**src/rtl/router_pkg.sv**
```systemverilog
// Shared definitions for the 1x3 router control FSM: default sizing, state
// encoding and the reserved destination address.
package router_pkg;

  localparam int NUM_PORTS_DEF = 3;
  localparam int ADDR_W_DEF    = 2;

  // Header address that no output FIFO answers to.
  localparam logic [1:0] ADDR_INVALID = 2'b11;

  typedef enum logic [3:0] {
    DECODE_ADDRESS     = 4'd0,
    LOAD_FIRST_DATA    = 4'd1,
    LOAD_DATA          = 4'd2,
    FIFO_FULL_STATE    = 4'd3,
    LOAD_AFTER_FULL    = 4'd4,
    LOAD_PARITY        = 4'd5,
    CHECK_PARITY_ERROR = 4'd6,
    WAIT_TILL_EMPTY    = 4'd7
`ifdef ROUTER_FSM_BAD_ADDR_DROP_EN
    , DROP_PACKET      = 4'd8
`endif
  } state_t;

endpackage

```
**src/rtl/router_fsm.sv**
```systemverilog
// Moore control FSM sequencing the router register block and FIFO writes.
// Optional macro ROUTER_FSM_BAD_ADDR_DROP_EN adds a DROP_PACKET state for bad headers.
//
// state              | meaning
// -------------------+--------------------------------------------------
// DECODE_ADDRESS     | idle, examining each valid byte as a header
// WAIT_TILL_EMPTY    | header accepted, target FIFO still draining
// LOAD_FIRST_DATA    | header byte written to the FIFO
// LOAD_DATA          | payload bytes streaming into the FIFO
// FIFO_FULL_STATE    | target FIFO full, input stalled
// LOAD_AFTER_FULL    | write back the byte held during the stall
// LOAD_PARITY        | parity byte written
// CHECK_PARITY_ERROR | clear register-block flags, parity compared
// DROP_PACKET        | (macro only) swallowing a packet with a bad address
module router_fsm
  import router_pkg::*;
#(
  parameter int NUM_PORTS = NUM_PORTS_DEF,
  parameter int ADDR_W    = ADDR_W_DEF
) (
  input  logic                 clock,
  input  logic                 resetn,
  input  logic                 pkt_valid,
  input  logic [ADDR_W-1:0]    data_in,
  input  logic                 fifo_full,
  input  logic [NUM_PORTS-1:0] fifo_empty,
  input  logic [NUM_PORTS-1:0] soft_reset,
  input  logic                 parity_done,
  input  logic                 low_pkt_valid,
  output logic                 detect_add,
  output logic                 lfd_state,
  output logic                 ld_state,
  output logic                 laf_state,
  output logic                 full_state,
  output logic                 write_enb_reg,
  output logic                 rst_int_reg,
  output logic                 busy,
  output logic [ADDR_W-1:0]    cur_addr
);

  state_t              r_state;
  state_t              w_next_state;
  logic [ADDR_W-1:0]   r_cur_addr;
  logic                w_addr_in_range;
  logic                w_hdr_valid;
  logic                w_sel_empty;
  logic                w_cur_empty;
  logic                w_cur_soft_rst;

  assign w_addr_in_range = (32'(data_in) < 32'(NUM_PORTS));
  assign w_hdr_valid     = pkt_valid && w_addr_in_range;
  assign w_sel_empty     = w_addr_in_range ? fifo_empty[data_in] : 1'b0;
  assign w_cur_empty     = fifo_empty[r_cur_addr];
  assign w_cur_soft_rst  = soft_reset[r_cur_addr];

  always_ff @(posedge clock or negedge resetn) begin
    if (!resetn) begin
      r_state    <= DECODE_ADDRESS;
      r_cur_addr <= '0;
    end else begin
      r_state <= w_next_state;
      if (r_state == DECODE_ADDRESS && w_hdr_valid)
        r_cur_addr <= data_in;
    end
  end

  always_comb begin
    w_next_state = r_state;
    case (r_state)
      DECODE_ADDRESS: begin
        if (w_hdr_valid)
          w_next_state = w_sel_empty ? LOAD_FIRST_DATA : WAIT_TILL_EMPTY;
`ifdef ROUTER_FSM_BAD_ADDR_DROP_EN
        else if (pkt_valid)
          w_next_state = DROP_PACKET;
`endif
      end
      WAIT_TILL_EMPTY: begin
        if (w_cur_empty)
          w_next_state = LOAD_FIRST_DATA;
      end
      LOAD_FIRST_DATA:
        w_next_state = LOAD_DATA;
      LOAD_DATA: begin
        if (fifo_full)
          w_next_state = FIFO_FULL_STATE;
        else if (!pkt_valid)
          w_next_state = LOAD_PARITY;
      end
      FIFO_FULL_STATE: begin
        if (!fifo_full)
          w_next_state = LOAD_AFTER_FULL;
      end
      LOAD_AFTER_FULL: begin
        if (parity_done)
          w_next_state = DECODE_ADDRESS;
        else if (low_pkt_valid)
          w_next_state = LOAD_PARITY;
        else
          w_next_state = LOAD_DATA;
      end
      LOAD_PARITY:
        w_next_state = CHECK_PARITY_ERROR;
      CHECK_PARITY_ERROR:
        w_next_state = fifo_full ? FIFO_FULL_STATE : DECODE_ADDRESS;
`ifdef ROUTER_FSM_BAD_ADDR_DROP_EN
      DROP_PACKET: begin
        if (!pkt_valid)
          w_next_state = DECODE_ADDRESS;
      end
`endif
      default:
        w_next_state = DECODE_ADDRESS;
    endcase
    // A read timeout on the active FIFO abandons the packet from any state.
    if (w_cur_soft_rst)
      w_next_state = DECODE_ADDRESS;
  end

  assign detect_add    = (r_state == DECODE_ADDRESS);
  assign lfd_state     = (r_state == LOAD_FIRST_DATA);
  assign ld_state      = (r_state == LOAD_DATA);
  assign laf_state     = (r_state == LOAD_AFTER_FULL);
  assign full_state    = (r_state == FIFO_FULL_STATE);
  assign write_enb_reg = (r_state == LOAD_DATA) || (r_state == LOAD_PARITY) ||
                         (r_state == LOAD_AFTER_FULL);
  assign rst_int_reg   = (r_state == CHECK_PARITY_ERROR);
`ifdef ROUTER_FSM_BAD_ADDR_DROP_EN
  assign busy          = !((r_state == DECODE_ADDRESS) || (r_state == LOAD_DATA) ||
                           (r_state == DROP_PACKET));
`else
  assign busy          = !((r_state == DECODE_ADDRESS) || (r_state == LOAD_DATA));
`endif
  assign cur_addr      = r_cur_addr;

endmodule

```
**config.mk**
```make
export PLATFORM = sky130hd
export DESIGN_NAME = router_fsm
export DESIGN_NICKNAME = d
export VERILOG_FILES = /design/src/rtl/router_pkg.sv /design/src/rtl/router_fsm.sv
export SDC_FILE = /design/constraint.sdc
export NUM_CORES = 1
export LEC_CHECK = 0
export CORE_AREA = 2 2 39 41
export CTS_CLUSTER_DIAMETER = 30
export DETAILED_ROUTE_END_ITERATION = 7
export DIE_AREA = 0 0 41 43
export PLACE_DENSITY = 0.82
export RECOVER_POWER = 50
export SETUP_SLACK_MARGIN = 0.2
export SYNTH_ARGS = -nofsm -noshare
export SYNTH_HDL_FRONTEND = slang
export SYNTH_SLANG_ARGS = --single-unit
```
**constraint.sdc**
```tcl
create_clock -name clock -period 2.68 [get_ports clock]
set_clock_uncertainty 0.2 [all_clocks]
set_input_delay 0.804 -clock clock [delete_from_list [all_inputs] [get_ports clock]]
set_output_delay 0.804 -clock clock [all_outputs]
set_load 0.01 [all_outputs]
```
After elaboration in Yosys (flattened, before gate mapping) --
Index checks and enable logic that the tools add are counted.
Word-level totals: register bits 6, input bits 14, output and inout port bits 10
Operators by class: magnitude comparators 3, eq/ne operators 11, multiplexer cells 18, reduce and logical (&&, ||, !) cells 8
Operators with widths (count):
- $pmux 4 s8 | 1
- $mux 4 | 6
- $eq 4x3->1 const B | 4
- $mux 3 | 3
- $eq 4x2->1 const B | 2
- $bmux 1 s2 | 3
- $lt 2x3->1 const B | 2
- $eq 4x1->1 const B | 1
- $logic_not 4->1 | 1
- $mux 1 | 4
- $ne 4x3->1 const B | 1
- $reduce_and 4->1 | 1
- $logic_or 1x1->1 | 3
- $ne 3x1->1 const B | 1
- $ne 3x2->1 const B | 1
- $ne 3x3->1 const B | 1
- $logic_and 1x1->1 | 2
- $lt 2x2->1 const B | 1
- $mux 2 | 1
- $logic_not 1->1 | 1

Longest topological paths before layout --
Gate-level depths: netlist (run 1).
depth after elaboration 7, depth in mapped cells 5, depth with buffers taken out 4

Least setup slack after synthesis (run 1) --
No wires, ideal clock.
path type reg-to-output, from reg r_state[2], to out write_enb_reg, arrival time 966 ps, data required time 1676 ps, slack 710 ps, cell stages (with the launch flop) 4, cell sequence dfrtp_1 > inv_1 > nand2_1 > o21ai_0
On the way: word-level cells in the longest chain between the ends 3, elaborated cells between the ends (all ways) 5, classes of those cells 3 x eq/ne; 2 x reduce/logical
RTL lines:
- start, declared | RTL line router_fsm.sv:41 | state_t r_state;
- start signal, assigned | RTL line router_fsm.sv:61 | r_state <= w_next_state;
- $eq 4x2->1 or $eq 4x3->1 (tied branches) | RTL line router_fsm.sv:125 | assign write_enb_reg = (r_state == LOAD_DATA) || (r_state == LOAD_PARITY) ||
- $logic_or 1x1->1 | RTL line router_fsm.sv:125
- $logic_or 1x1->1 (*) | RTL line router_fsm.sv:125
- end, declared | RTL line router_fsm.sv:35 | output logic write_enb_reg,
Mark *: on every way between the ends. The rest lies on a longest branch, timed or not.

Final worst setup path (run 1) --
from reg r_state[0], to out write_enb_reg
The elaborated chain is that of the path after synthesis.

==> run metrics, run 1 <==
status finished clean; ANT nets after route 0; Worst Hold Class reg -> reg; Syn-to-layout area delta 61.3%; synth unique cells 31; die footprint 1760 µm²; total power 0.720 mW; Seq pwr share 23.1%; CTS Buf Count 3; Async S/R FF share, synth 100%; sum of negative setup slack 0 ns; DR vias/cell 5.24; row cnt 14; min cycle time layout 2.42 ns; startpoint types flop; Main synth FF type dfrtp_1; sw power 0.293 mW; final hold violations 0; Routed wire per std cell 12.2 µm; die height 43 µm; CTS tree done; Avg Inst Size Synth 8.41 µm²; vias in the first global route 509; Root Driver clkbuf_4; Post-synth EDFFs 0; Die W 41 µm; drt first pass iters 4; max-slew violation count 0; Critical Path Fanout Max 7; Finished Core Util 56.9%; PortBufs 23; worst hold margin 0.394 ns; HPWL reported at the end of detailed placement 954 µm; Placer Congestion 0.715; max_cap viols 0; maximum clock path buffer count 2; Comb power frac 65.3%; vias 555; Setup violations, final 0; initial antenna violation count 0; leak pwr 0.367 nW; DRT Wirelength 1.30 mm; PD cells 915 nW/µm²; endpoint type of the worst setup path output port; H-tree levels 1; hold_buf cts 0; core area 1380 µm²; Remaining DRCs 0; Starting Density 35.3%; final worst-path cycle share 90.3%; DRT iter0 DRCs 9; switching portion of total power 40.7%; largest net degree at the start of global routing 13; first-pass GRT wire length 2.11 mm; n_diodes 0; layout cell share with drive strength beyond 1 20.0%; Ys Warns 0; remaining global-route overflow 0; Reg clk slew, reported paths 0.04 ns; Clk network pwr share 11.7%; Boundary Pins 24; register area share after synthesis 25.6%; Cell Int Power 0.427 mW; RSZ-0062 raised after global routing false; FMAX 413 MHz; WP data required 1.68 ns; Cells after Synth 58; Worst-Skew Late Latency 0.23 ns; GRT Total Usage 17.3%; top-area cell type share of the netlist area 25.6%; Clock Sinks 5; Netlist Area Pre-Place 488 µm²; syn_nets 72; Slew @ Worst Pin 0.231 ns; top cells by area, synth dfrtp_1 (26%), mux2i_1 (6.2%), nand2_1 (6.2%); cell taking the most area after synthesis dfrtp_1; Setup CP Type reg -> out; nets 105; Rel. slew slack 84.4%; peak supply drop 406 µV; crit path DAT 1.42 ns; FF+latch count, synth 5
## cell families after synthesis
kind of cell / synth area share (%)
AOI/OAI and AO/OA: 31.5
buffers and inverters: 6.15
DFF: 25.6
muxes: 6.15
and+or+nand+nor: 30.5
## per-layer routing
layer | GRT usage, % | up-vias | routed length, µm
met4 | 8.00 | 0 | 0
met1 | 23.1 | 263 | 571
met3 | 3.66 | 0 | 56
met2 | 25.6 | 12 | 668
li1 | - | 280 | -
met5 | 0 | - | 0
## worst max-delay path, stage by stage, from the launching register on
cell	delay (ns)
dfrtp_2	0.44
buf_4	0.16
buf_4	0.13
o21ai_0	0.16
dlygate4sd2_1	0.29
## what timing repair did
action / 4_1_cts / 5_1_grt
hold endpoints to repair: 0 / 0
setup endpoints to repair: 8 / 3
gates resized for setup: 8 / 2
setup buffers: 4 / 2
## through the flow
step,setup slack (ns),instances,area (µm²)
global placement,0.256,96,723
detailed placement,0.237,96,723
global route,0.205,106,787
CTS,0.156,104,774
finish,0.259,106,787
floorplan,0.710,58,488
## flip-flops by register name, summed over array words and instances, names as in the netlist
| name | cells |
|---|---|
| r_state | 3 |
| cur_addr | 2 |
## cell usage after synthesis (2+ instances only)
cell type / n
nand2_1: 8
and3b_1: 2
o22a_1: 2
a21oi_1: 3
inv_1: 2
dfrtp_1: 5
nand2b_1: 2
buf_6: 2
mux2i_1: 3
nor2_1: 7
o21ai_0: 2
## worst paths after layout
path | cells past startpoint | slack [ns] | start | end
min in group asynchronous | 1 | 0.66 | resetn | r_state[2]
max | 4 | 0.26 | r_state[0] | write_enb_reg
min reg2reg | 1 | 0.39 | cur_addr[0] | cur_addr[0]
max reg2reg | 5 | 0.98 | r_state[0] | r_state[2]
min | 1 | 0.39 | cur_addr[0] | cur_addr[0]
max in group asynchronous | 1 | 1.41 | resetn | r_state[1]
## power groups by stage
| stage | logic (mW) | clock network [mW] | registers [mW] |
|---|---|---|---|
| detailed placement | 0.436 | 0 | 0.180 |
| finish | 0.470 | 0.0840 | 0.166 |
| global route | 0.518 | 0.0947 | 0.176 |
| CTS | 0.456 | 0.0882 | 0.169 |
| floorplan | 0.278 | 0 | 0.166 |
| global placement | 0.432 | 0 | 0.177 |
## final cells by class
| class | instances | area, µm² |
|---|---|---|
| clock buffers | 4 | 26.3 |
| fillers | 138 | 597 |
| inverters | 2 | 7.51 |
| multi-input cells | 49 | 328 |
| flip-flops and latches | 5 | 128 |
| well taps | 16 | 20.0 |
| repair buffers | 30 | 278 |
## cell usage in the layout (no fill, tap or decap), drive strengths merged, types with 2 or more instances in the layout
master,n
a21oi,3
dlygate4sd2,6
mux2i,3
clkbuf,4
dfrtp,5
o22a,2
nand2b,2
and3b,2
nand2,8
o21ai,3
buf,7
inv,2
dlygate4sd3,3
nor2,7
clkdlybuf4s50,13
a21o,2
(Power assumes the default switching activity.)
==> inputs of run 2 (changes only) <==
--- a/config.mk
+++ b/config.mk
@@ -9,8 +9,10 @@
 export CTS_CLUSTER_DIAMETER = 30
 export DETAILED_ROUTE_END_ITERATION = 7
 export DIE_AREA = 0 0 41 43
-export PLACE_DENSITY = 0.82
+export HOLD_SLACK_MARGIN = 0.03
+export PLACE_DENSITY_LB_ADDON = 0.15
 export RECOVER_POWER = 50
+export REMOVE_ABC_BUFFERS = 1
 export SETUP_SLACK_MARGIN = 0.2
 export SYNTH_ARGS = -nofsm -noshare
 export SYNTH_HDL_FRONTEND = slang
==> run metrics, run 2 (synthesized netlist as in run 1, its figures left out) <==
Syn-to-layout area delta 57.4%; Reg clk slew, reported paths 0.04 ns (about the same); FMAX 407 MHz (-1.4%); Routed wire per std cell 11.9 µm (-2.4%); HPWL reported at the end of detailed placement 982 µm (+3.0%); min cycle time layout 2.46 ns (+0.0356 ns); Worst Hold Class reg -> reg; final worst setup slack 0.224 ns (-0.0356 ns); Seq pwr share 23.1% (about the same); startpoint types flop; vias 536 (-3.4%); Setup violations, final 0 (unchanged); max_cap viols 0 (unchanged); Rel. slew slack 83.2% (-1.3 points); Boundary Pins 24 (unchanged); die height 43 µm (unchanged); Clock Sinks 5 (unchanged); crit path DAT 1.45 ns (+0.03 ns); Die W 41 µm (unchanged); worst path cell trace and3_2 > clkdlybuf4s50_1; leak pwr 0.358 nW (-2.3%); final worst-path cycle share 91.7% (+1.3 points); peak supply drop 505 µV (+24%); pre-CTS setup slack 0.247 ns (+0.0104 ns); Root Driver clkbuf_4; Crit. Startpoint r_state[0]; CTS Buf Count 3 (unchanged); largest net degree at the start of global routing 14 (+1); PortBufs 23 (unchanged); Cell Int Power 0.413 mW (-3.4%); Slowest cell on crit path clkdlybuf4s50_1; Clk network pwr share 11.9% (+0.2 points); sum of negative setup slack 0 ns (unchanged); die footprint 1760 µm² (unchanged); Comb power frac 65.0% (-0.3 points); remaining global-route overflow 0 (unchanged); Placer Congestion 0.775 (+8.5%); CP peak stage delay 0.52 ns (+0.08 ns); row cnt 14 (unchanged); switching portion of total power 40.9% (+0.30 points); max reg flops 3 (unchanged); drt first pass iters 4 (unchanged); maximum clock path buffer count 2 (unchanged); RR Startpoint r_state[0]; DR vias/cell 5.15 (-1.6%); final hold violations 0 (unchanged); PD cells 910 nW/µm² (-0.54%); vias in the first global route 495 (-2.8%); Starting Density 35.3% (unchanged); Hold Crit Start cur_addr[0]; max-slew violation count 0 (unchanged); layout cell share with drive strength beyond 1 17.0% (-3.0 points); nets 103 (-1.9%); Slew @ Worst Pin 0.252 ns (+0.0216 ns); core area 1380 µm² (unchanged); Finished Core Util 55.5% (-1.4 points); fillers 147 (+6.5%); Setup CP Type reg -> out; Biggest register r_state; sw power 0.286 mW (-2.2%); status finished clean; WP data required 1.68 ns (about the same); Critical Path Fanout Max 9 (+2); Worst-Skew Late Latency 0.24 ns (about the same); ANT nets after route 0 (unchanged); H-tree levels 1 (unchanged); n_diodes 0 (unchanged); RSZ-0062 raised after global routing false; endpoint type of the worst setup path output port; first-pass GRT wire length 2.05 mm (-2.9%); GRT Total Usage 17.7% (+0.44 points); Remaining DRCs 0 (unchanged); commonest cells after routing, fill and taps aside clkdlybuf4s50_1 (13), nand2_1 (8), nor2_1 (7), dlygate4sd2_1 (6), buf_4 (5); DRT Wirelength 1.24 mm (-4.2%); initial antenna violation count 0 (unchanged); DRT iter0 DRCs 8 (-1); commonest non-fill, non-tap cell in the layout clkdlybuf4s50_1; CTS tree done
[run 2: cell types whose count changed in the layout (fill, tap and decap cells not counted)]
cell / change
a41oi_2: -1
dfrtp_2: -1
a211oi_2: +1
o21ai_1: +1
dfrtp_1: +1
a41oi_1: +1
a211oi_1: -1
buf_4: -2
o21ai_0: -1
[run 2: power groups by stage]
stage / Sequential, mW / Combinational, mW / Clock (mW)
2_1_floorplan: 0.181 / 0.236 / 0
6_report: 0.161 / 0.454 / 0.0835
3_3_place_gp: 0.171 / 0.455 / 0
4_1_cts: 0.168 / 0.448 / 0.0897
3_5_place_dp: 0.173 / 0.460 / 0
5_1_grt: 0.170 / 0.501 / 0.0938
[run 2: cell type report]
cell class	instances	area [µm²]	area share, %
multi-input combinational	49	325	42.3
inverter	2	7.51	0.977
clock buffer	4	26.3	3.42
sequential	5	126	16.4
timing repair buffer	28	263	34.2
tap	16	20.0	2.61
[run 2: per-layer routing]
| metal | track usage [%] | up-vias | share of wire [%] |
|---|---|---|---|
| li1 | - | 276 | - |
| met1 | 23.6 | 253 | 46 |
| met2 | 25.9 | 7 | 51 |
| met3 | 3.14 | 0 | 2.0 |
| met4 | 10.0 | 0 | 0 |
| met5 | 0 | - | 0 |
[run 2: path summary, 6_finish.rpt]
path,depth (start not counted),slack (ns),endpoint
setup / recovery,2,0.22,full_state
hold / removal,1,0.39,cur_addr[0]
setup reg to reg,5,1.01,r_state[1]
hold reg to reg,1,0.39,cur_addr[0]
max in group asynchronous,1,1.44,r_state[1]
min in group asynchronous,1,0.65,r_state[0]
[run 2: per-stage QoR]
step                      hold WS [ns]  cells  instance area [µm²]  power [mW]
after global placement           0.386     97                  731       0.626
final                            0.391    104                  768       0.699
after global routing             0.422    104                  768       0.765
after detailed placement         0.394     97                  731       0.633
after floorplan                  0.308     56                  465       0.417
after CTS                        0.404    102                  759       0.706
[run 2: what timing repair did]
action | 4_1_cts | 5_1_grt
buffers inserted | 1 | 2
endpoints found under the setup margin | 8 | 3
hold buffers | 0 | 0
resized for setup | 8 | 2
endpoints found under the hold margin | 0 | 0
[run 2: worst max-delay path: cells and delay by family, from the launching register on]
kind / cells / cell delay [ns]
buffers and inverters: 1 / 0.52
DFF: 1 / 0.47
and+or+nand+nor: 1 / 0.22
==> inputs of run 3 (changes only) <==
--- a/config.mk
+++ b/config.mk
@@ -9,8 +9,9 @@
 export CTS_CLUSTER_DIAMETER = 30
 export DETAILED_ROUTE_END_ITERATION = 7
 export DIE_AREA = 0 0 41 43
+export DONT_BUFFER_PORTS = 1
 export HOLD_SLACK_MARGIN = 0.03
-export PLACE_DENSITY_LB_ADDON = 0.15
+export PLACE_DENSITY = 0.59
 export RECOVER_POWER = 50
 export REMOVE_ABC_BUFFERS = 1
 export SETUP_SLACK_MARGIN = 0.2
==> run metrics, run 3 (synthesized netlist as in run 1, its figures left out) <==
status finished clean; drt first pass iters 3 (-1); DR vias/cell 5.55 (+7.7%); startpoint types flop; Critical Path Fanout Max 16 (+7); Remaining DRCs 0 (unchanged); DRT iter0 DRCs 1 (-7); first-pass GRT wire length 1.61 mm (-21%); remaining global-route overflow 0 (unchanged); sw power 0.249 mW (-13%); min cycle time layout 2.39 ns (-0.0684 ns); crit path DAT 1.38 ns (-0.07 ns); commonest cells after routing, fill and taps aside nand2_1 (8), nor2_1 (7), dfrtp_1 (5); critical path's top delay family simple AND/OR/NAND/NOR gates; Starting Density 35.3% (unchanged); Syn-to-layout area delta 2.56%; CTS Buf Count 3 (unchanged); worst path cell trace nor3_1; post-CTS setup buffers 0 (-1); Placer Congestion 0.659 (-15%); vias in the first global route 383 (-23%); final hold violations 0 (unchanged); vias 422 (-21%); die height 43 µm (unchanged); GRT Total Usage 13.2% (-4.5 points); commonest non-fill, non-tap cell in the layout nand2_1; Slowest cell on crit path nor3_1; PD cells 1060 nW/µm² (+17%); pre-CTS setup slack 0.595 ns (+0.347 ns); n_diodes 0 (unchanged); max_cap viols 0 (unchanged); ANT nets after route 0 (unchanged); hold_buf cts 0 (unchanged); FMAX 419 MHz (+2.9%); Comb power frac 48.9% (-16 points); Die W 41 µm (unchanged); Clk network pwr share 15.6% (+3.7 points); Setup violations, final 0 (unchanged); final worst setup slack 0.292 ns (+0.0684 ns); H-tree levels 1 (unchanged); maximum clock path buffer count 2 (unchanged); core area 1380 µm² (unchanged); sum of negative setup slack 0 ns (unchanged); layout cell share with drive strength beyond 1 13.3% (-3.7 points); endpoint type of the worst setup path output port; leak pwr 0.208 nW (-42%); Root Driver clkbuf_4; PortBufs 0 (-100%); largest net degree at the start of global routing 17 (+3); Clock Sinks 5 (unchanged); Slew @ Worst Pin 0.665 ns (+0.413 ns); CP peak stage delay 0.63 ns (+0.11 ns); initial antenna violation count 0 (unchanged); DRT Wirelength 1.04 mm (-17%); WP data required 1.68 ns (about the same); die footprint 1760 µm² (unchanged); max reg flops 3 (unchanged); Cell Int Power 0.284 mW (-31%); RSZ-0062 raised after global routing false; Seq pwr share 35.5% (+12 points); Worst-Skew Late Latency 0.24 ns (about the same); Biggest register r_state; fillers 157 (+6.8%); row cnt 14 (unchanged); Worst Hold Class in -> async; max-slew violation count 0 (unchanged); CTS tree done; Boundary Pins 24 (unchanged); nets 75 (-27%); Routed wire per std cell 13.6 µm (+14%); Reg clk slew, reported paths 0.04 ns (about the same); Rel. slew slack 55.3% (-28 points); peak supply drop 351 µV (-31%); final worst-path cycle share 89.1% (-2.6 points); post-cts sizing count 0 (-8); CP bufs+invs 0 (-1); Finished Core Util 36.2% (-19 points); switching portion of total power 46.7% (+5.8 points); Setup CP Type reg -> out
run 3: changes by cell type in the layout (fill, tap and decap cells not counted), sizes merged:
cell and change:
buf -5, clkdlybuf4s50 -13, dlygate4sd2 -6, dlymetal6s2s -1, dlygate4sd3 -3
run 3: final timing paths:
kind	from	end	slack, ns	cells after the start
setup / recovery	r_state[0]	detect_add	0.29	1
hold / removal	resetn	r_state[2]	0.06	0
setup reg to reg	r_state[0]	r_state[2]	0.62	4
hold reg to reg	cur_addr[0]	cur_addr[0]	0.45	1
max in group asynchronous	resetn	cur_addr[1]	2.15	0
min in group clock	cur_addr[0]	cur_addr[0]	0.45	1
run 3: through the flow:
stage	power [mW]	instance area, µm²	hold slack, ns	cells
finish	0.533	500	0.0613	76
global route	0.582	500	0.0505	76
CTS	0.560	512	0.0510	76
detailed placement	0.473	485	0.309	72
global placement	0.471	485	0.309	72
floorplan	0.417	465	0.308	56
run 3: power groups by stage:
stage	Clock, mW	Sequential [mW]	Combinational [mW]
after global routing	0.0909	0.200	0.291
after floorplan	0	0.181	0.236
after global placement	0	0.196	0.275
after detailed placement	0	0.198	0.275
final	0.0832	0.189	0.260
after CTS	0.0877	0.197	0.275
run 3: cell type report:
class | instances | area [µm²] | area share [%]
multi-input combinational | 49 | 322 | 64.2
sequential | 5 | 125 | 25.0
clock buffer | 4 | 26.3 | 5.25
tap | 16 | 20.0 | 4.00
inverter | 2 | 7.51 | 1.50
run 3: metal layers:
layer,up-vias,part of all wire [%],GRT usage (%)
li1,220,-,-
met3,0,6.4,2.62
met4,0,0,8.00
met5,-,0,0
met2,10,49,19.4
met1,192,44,17.0
